--- src/rtl/machine_timer.sv ---
// machine_timer: RISC-V machine timer with a 64-bit mtime counter, a programmable
// prescaler, a 64-bit mtimecmp compare register and optional periodic reload.
// The FSM state is visible through the STATUS register (index 6, bits[2:1]).
//
// Register port handshake: there is no valid/ready pair. A write is accepted
// on every rising clock edge where wr_en is high, one write per cycle, and
// takes effect at that edge. A read is purely combinational on rd_addr and
// returns the registered values, so the result of a write becomes visible in
// the following cycle (no write forwarding).
module machine_timer #(
  parameter int X_LEN      = 32,
  parameter int PRESCALE_W = 8
) (
  input  logic             clk,
  input  logic             reset,
  input  logic             enable,
  input  logic             wr_en,
  input  logic [2:0]       wr_addr,
  input  logic [X_LEN-1:0] wr_data,
  input  logic [2:0]       rd_addr,
  output logic [X_LEN-1:0] rd_data,
  input  logic             irq_ack,
  output logic             timer_timeout
);

  // Register indices
  localparam logic [2:0] A_MTIME_LO    = 3'd0;
  localparam logic [2:0] A_MTIME_HI    = 3'd1;
  localparam logic [2:0] A_MTIMECMP_LO = 3'd2;
  localparam logic [2:0] A_MTIMECMP_HI = 3'd3;
  localparam logic [2:0] A_CTRL        = 3'd4;
  localparam logic [2:0] A_PERIOD      = 3'd5;
  localparam logic [2:0] A_STATUS      = 3'd6;

  typedef enum logic [1:0] {
    ST_ARMED = 2'd0,
    ST_FIRED = 2'd1,
    ST_ACKED = 2'd2
  } state_t;

  // Architectural state
  logic [63:0]           r_mtime;
  logic [63:0]           r_mtimecmp;
  logic                  r_en;
  logic                  r_periodic;
  logic [PRESCALE_W-1:0] r_prescale;
  logic [31:0]           r_period;
  logic [PRESCALE_W-1:0] r_presc_cnt;
  state_t                r_state;
  state_t                w_state_next;

  // Decoded strobes and datapath helpers
  logic        w_run;
  logic        w_tick;
  logic        w_match;
  logic        w_wr_mtime_lo;
  logic        w_wr_mtime_hi;
  logic        w_wr_cmp_lo;
  logic        w_wr_cmp_hi;
  logic        w_wr_cmp;
  logic        w_wr_ctrl;
  logic        w_wr_period;
  logic        w_reload;
  logic [63:0] w_mtime_inc;
  logic [63:0] w_cmp_reload;
  logic [31:0] w_wdata32;

  assign w_wdata32     = wr_data[31:0];
  assign w_run         = r_en && enable;
  assign w_tick        = w_run && (r_presc_cnt == r_prescale);
  assign w_match       = r_en && (r_mtime >= r_mtimecmp);

  assign w_wr_mtime_lo = wr_en && (wr_addr == A_MTIME_LO);
  assign w_wr_mtime_hi = wr_en && (wr_addr == A_MTIME_HI);
  assign w_wr_cmp_lo   = wr_en && (wr_addr == A_MTIMECMP_LO);
  assign w_wr_cmp_hi   = wr_en && (wr_addr == A_MTIMECMP_HI);
  assign w_wr_cmp      = w_wr_cmp_lo || w_wr_cmp_hi;
  assign w_wr_ctrl     = wr_en && (wr_addr == A_CTRL);
  assign w_wr_period   = wr_en && (wr_addr == A_PERIOD);

  // Auto-reload only when acknowledging a fired periodic timer and software
  // is not simultaneously writing mtimecmp (the explicit write wins).
  assign w_reload      = (r_state == ST_FIRED) && irq_ack && r_periodic && !w_wr_cmp;

  assign w_mtime_inc   = r_mtime + 64'd1;
  assign w_cmp_reload  = r_mtimecmp + {32'd0, r_period};

  assign timer_timeout = (r_state == ST_FIRED);

  // Prescaler: counts while running, clears on terminal count, stop or CTRL write
  always_ff @(posedge clk) begin
    if (reset) begin
      r_presc_cnt <= '0;
    end else if (w_wr_ctrl || !w_run || w_tick) begin
      r_presc_cnt <= '0;
    end else begin
      r_presc_cnt <= r_presc_cnt + 1'b1;
    end
  end

  // mtime: a software write to either half drops that cycle's tick entirely
  always_ff @(posedge clk) begin
    if (reset) begin
      r_mtime <= '0;
    end else if (w_wr_mtime_lo) begin
      r_mtime[31:0] <= w_wdata32;
    end else if (w_wr_mtime_hi) begin
      r_mtime[63:32] <= w_wdata32;
    end else if (w_tick) begin
      r_mtime <= w_mtime_inc;
    end
  end

  // mtimecmp: software writes take priority over the periodic reload
  always_ff @(posedge clk) begin
    if (reset) begin
      r_mtimecmp <= '1;
    end else if (w_wr_cmp_lo) begin
      r_mtimecmp[31:0] <= w_wdata32;
    end else if (w_wr_cmp_hi) begin
      r_mtimecmp[63:32] <= w_wdata32;
    end else if (w_reload) begin
      r_mtimecmp <= w_cmp_reload;
    end
  end

  // CTRL and PERIOD registers
  always_ff @(posedge clk) begin
    if (reset) begin
      r_en       <= 1'b0;
      r_periodic <= 1'b0;
      r_prescale <= '0;
      r_period   <= '0;
    end else begin
      if (w_wr_ctrl) begin
        r_en       <= wr_data[0];
        r_periodic <= wr_data[1];
        r_prescale <= wr_data[8 +: PRESCALE_W];
      end
      if (w_wr_period) begin
        r_period <= w_wdata32;
      end
    end
  end

  // FSM state register
  always_ff @(posedge clk) begin
    if (reset) begin
      r_state <= ST_ARMED;
    end else begin
      r_state <= w_state_next;
    end
  end

  // FSM next state; the unused encoding behaves as ARMED
  always_comb begin
    w_state_next = r_state;
    case (r_state)
      ST_FIRED: begin
        if (w_wr_cmp) begin
          w_state_next = ST_ARMED;
        end else if (irq_ack) begin
          w_state_next = r_periodic ? ST_ARMED : ST_ACKED;
        end
      end
      ST_ACKED: begin
        if (w_wr_cmp) begin
          w_state_next = ST_ARMED;
        end
      end
      default: begin
        w_state_next = w_match ? ST_FIRED : ST_ARMED;
      end
    endcase
  end

  // Combinational register read mux
  always_comb begin
    rd_data = '0;
    case (rd_addr)
      A_MTIME_LO:    rd_data[31:0] = r_mtime[31:0];
      A_MTIME_HI:    rd_data[31:0] = r_mtime[63:32];
      A_MTIMECMP_LO: rd_data[31:0] = r_mtimecmp[31:0];
      A_MTIMECMP_HI: rd_data[31:0] = r_mtimecmp[63:32];
      A_CTRL: begin
        rd_data[0]              = r_en;
        rd_data[1]              = r_periodic;
        rd_data[8 +: PRESCALE_W] = r_prescale;
      end
      A_PERIOD:      rd_data[31:0] = r_period;
      A_STATUS: begin
        rd_data[0]   = timer_timeout;
        rd_data[2:1] = r_state;
      end
      default:       rd_data = '0;
    endcase
  end

endmodule

--- config.mk ---
export PLATFORM = sky130hd
export DESIGN_NAME = machine_timer
export DESIGN_NICKNAME = d
export VERILOG_FILES = /design/src/rtl/machine_timer.sv
export SDC_FILE = /design/constraint.sdc
export NUM_CORES = 1
export LEC_CHECK = 0
export BUFFER_PORTS_ARGS = -buffer_cell sky130_fd_sc_hd__buf_4
export CAP_MARGIN = 20
export CORE_MARGIN = 2
export CORE_UTILIZATION = 67
export DETAILED_ROUTE_END_ITERATION = 8
export PLACE_DENSITY = 0.87
export REMOVE_ABC_BUFFERS = 1
export SYNTH_ARGS = -nofsm -noshare
export SYNTH_HDL_FRONTEND = slang
export SYNTH_SLANG_ARGS = --single-unit
--- constraint.sdc ---
create_clock -name clk -period 5.9 [get_ports clk]
set_input_delay 0.295 -clock clk [delete_from_list [all_inputs] [get_ports clk]]
set_output_delay 0.295 -clock clk [all_outputs]
set_load 0.005 [all_outputs]
==> summary.md <==
| Metric | Value |
|---|---|
| Max VDD drop | approximately 0.20 mV |
| Met1 usage | 54.8% |
| Fill count | 1542 |
| Die Y | 144 microns |
| Most Used Layer, Global Route | met2 |
| Status | finished, final reports clean |
| Sw Pwr | 953 uW |
| Worst setup SP type | flip-flop |
| Cell count after synthesis | 1671 |
| CTS buffer count | 17 |
| Worst-path clk slew | 0.08 ns |
| Final TNS setup | 0 ns |
| PD cells | 213 nW/um^2 |
| Remaining antenna violation count | 0 |
| Post-synth top flop | dfxtp_1 |
| Hold WS | 0.119 ns |
| ANT cells | 0 |
| Placed cell area | 13800 sq um |
| Area Overhead vs Synth | 9.54% |
| Tot GR Track Use | 42.7% |
| Share of cells above drive strength 1 | 9.95% |
| CTS max path bufs | 2 |
| RSZ-0062 raised after global routing | no |
| Synth warn | 0 |
| Clock share of power | 39.0% |
| Final Skew | around 0.010 ns |
| Final-stage net count | 1829 |
| Die area | 20700 sq um |
| CTS tree | yes |
| Compound-Gate Fraction of Synth Area | 24.0% |
| Ys async rst share | 0% |
| Io pins | 76 |
| Total Power | 3.06 mW |
| Worst setup EP type | flip-flop |
| Post_cts resized | 0 |
| Slew Viols, Final | 0 |
| Synth top area share | 27.4% |
| Most common cell after layout, fill and taps aside | dfxtp_1 |
| Final Core Density | approximately 74% |
| FMAX | 303 MHz |
| Switching part of the total power | a little over 30% |
| Top fanout value on the critical path | 14 |
| H-tree depth | 4 |
| LEAKAGE | between 6 and 7 nW |
| Total gr overflow | 0 |
| Synth area leader | dfxtp_1 |
| P_int | 2.11 mW |
| M3 GR Usage | 9.64% |
| Worst slew pin tran | 1.14 ns |
| Die width | around 140 microns |
| Synth area leaders | dfxtp_1 27%, ha_1 9.5%, a21oi_1 5.1%, nand2_1 4.9%, nor2_1 4.5% |
| Crit path DAT | ~3.7 ns |
| Initial antenna violation count | 0 |
| Final WL | 44300 microns |
| Post-route cell area | 14400 sq um |
| Post-CTS setup buffer count | 0 |
| CTS root buf | clkbuf_16 |
| Hold buffer count at CTS | 0 |
| Crit Path Class | reg -> reg |
| Post-DP HPWL | 31300 microns |
| Xor/xnor cell area share of the yosys netlist | 6.87% |
| Final Cycle Share | between 50% and 60% |
| Netlist cell types | 84 |
| Pin count of the biggest net entering global routing | 62 |
| Comb pwr share | 18.6% |
| EDFF count, synth | 0 |
| Worst EP required | approximately 6.3 ns |
| Avg Inst Size Synth | around 7.9 sq um |
| Min-Delay Path Class | in -> reg |
| Drt initial violations | 1922 |
| Register area | 3600 sq um |
| Core ar. | ~19000 sq um |
| Final Hold Vio Count | 0 |
| # DRC | 0 |
| First-pass DRT Iterations | 6 |
| WL/cell | about 23 microns |
| # rows | 51 |
| RD Place Congestion | just under 1 |
| Number of global-route vias before repair | 12700 |
| Adder-cell share of the synthesized area | 9.68% |
| Largest family of logic cells by synthesized area | compound AO/OA/AOI/OAI gates |
| Met2 usage | 66.7% |
| Vias per cell | ~7.0 |
| Total number of vias | around 14000 |
| Most frequent cells in the layout | 180 x dfxtp_1, 170 x nand2_1, 153 x nor2_1, 135 x a21oi_1, 100 x ha_1 |
| Register area share after synthesis | 27.4% |
| Final setup vio count | 0 |
| Num Clock Sinks | 180 |
| Tmin final | 3.30 ns |
| Initial Util | 67.9% |
| Flops & latches, synth | between 150 and 200 |
| Simple-gate share of the synthesized area | 21.0% |
| IO Port Bufs | 75 |
| Clk Latency, worst-skew pair | around 0.45 ns |
| Mux share of post-synthesis cell area | 5.56% |
| Footprint of the multi-input gates | ~8800 sq um |
| Sequential power share | 42.4% |
| First-pass GRT wire length | a little under 70000 microns |
| Slew HR | 23.9% |
| # Max-Cap Violations | 0 |
| Synthesized area | 13100 sq um |
registers in the layout, indices dropped and copies added (netlist names):
| register | count |
|---|---|
| r_mtime | 64 |
| r_state | 2 |
| r_prescale | 8 |
| r_presc_cnt | 8 |
| r_periodic | 1 |
| r_mtimecmp | 64 |
| r_en | 1 |
| r_period | 32 |
power by group through the flow:
stage / Sequential, mW / Combinational [mW] / Clock [mW]
floorplan: 1.31 / 0.333 / 0
global placement: 1.32 / 0.534 / 0
detailed placement: 1.32 / 0.545 / 0
CTS: 1.30 / 0.550 / 1.19
global route: 1.30 / 0.607 / 1.24
finish: 1.30 / 0.569 / 1.20
routing by layer:
layer | vias up | wire, microns
met5 | - | 0
met4 | 0 | 2450
met3 | 189 | 5110
met2 | 949 | 19800
met1 | 6412 | 17000
li1 | 6103 | -
cells in the mapped netlist, types with 6 or more instances:
library cell  number
a211oi_1          60
a21o_1            46
a21oi_1          135
a221oi_1          33
a22oi_1            9
a311oi_1          13
a31oi_1           11
and2_1            12
and3_1            23
and4_1            13
buf_1              6
clkbuf_1          81
dfxtp_1          180
ha_1             100
inv_1             88
mux2i_1           58
nand2_1          171
nand2b_1           9
nand3_1           49
nand4_1           31
nor2_1           156
nor2b_1           12
nor3_1            32
nor4_1             9
o211ai_1          19
o21a_1             9
o21ai_0           65
o21ai_1            7
o22ai_1           24
or3_1             12
xnor2_1           54
xor2_1            49
cell type report:
class                   count  area share [%]
multi-input cells        1308            61.4
flip-flops and latches    180            25.1
repair buffers             89            4.73
clock buffers              18            2.98
inverters                  89            2.32
well taps                 265            2.31
clock inverters            14            1.17
cells by family (layout without fill, tap and decap cells):
| family | Yosys count | after routing |
|---|---|---|
| AOI/OAI and AO/OA | 473 | 473 |
| xor gates and xnor gates | 103 | 103 |
| adders and majority gates | 101 | 101 |
| buffers and inverters | 183 | 210 |
| DFF | 180 | 180 |
| muxes | 68 | 68 |
| and+or+nand+nor | 563 | 563 |
metrics by stage:
stage               setup WS, ns  cells
detailed placement          2.72   1930
CTS                         2.68   1962
global placement            2.79   1930
finish                      2.60   1963
floorplan                   3.14   1577
global route                2.50   1963
worst max-delay path: stages (launching register included):
cell,delay (ns)
dfxtp_1,0.38
ha_1,0.21
inv_1,0.06
fa_1,0.43
nor2b_4,0.14
o31a_1,0.18
o31a_1,0.24
a211oi_4,0.14
o2bb2ai_2,0.31
a41o_4,0.40
nand4_2,0.18
mux2_1,0.36
a22oi_1,0.16
final timing paths:
check / startpoint / slack (ns) / cells after the start / to
worst max-delay path: r_mtimecmp[0] / 2.60 / 12 / r_mtimecmp[58]
worst min-delay path: wr_data[19] / 0.12 / 3 / r_period[19]
worst max register to register: r_mtimecmp[0] / 2.60 / 12 / r_mtimecmp[58]
worst min register to register: r_period[16] / 0.49 / 2 / r_period[16]
(Power assumes the default switching activity.)
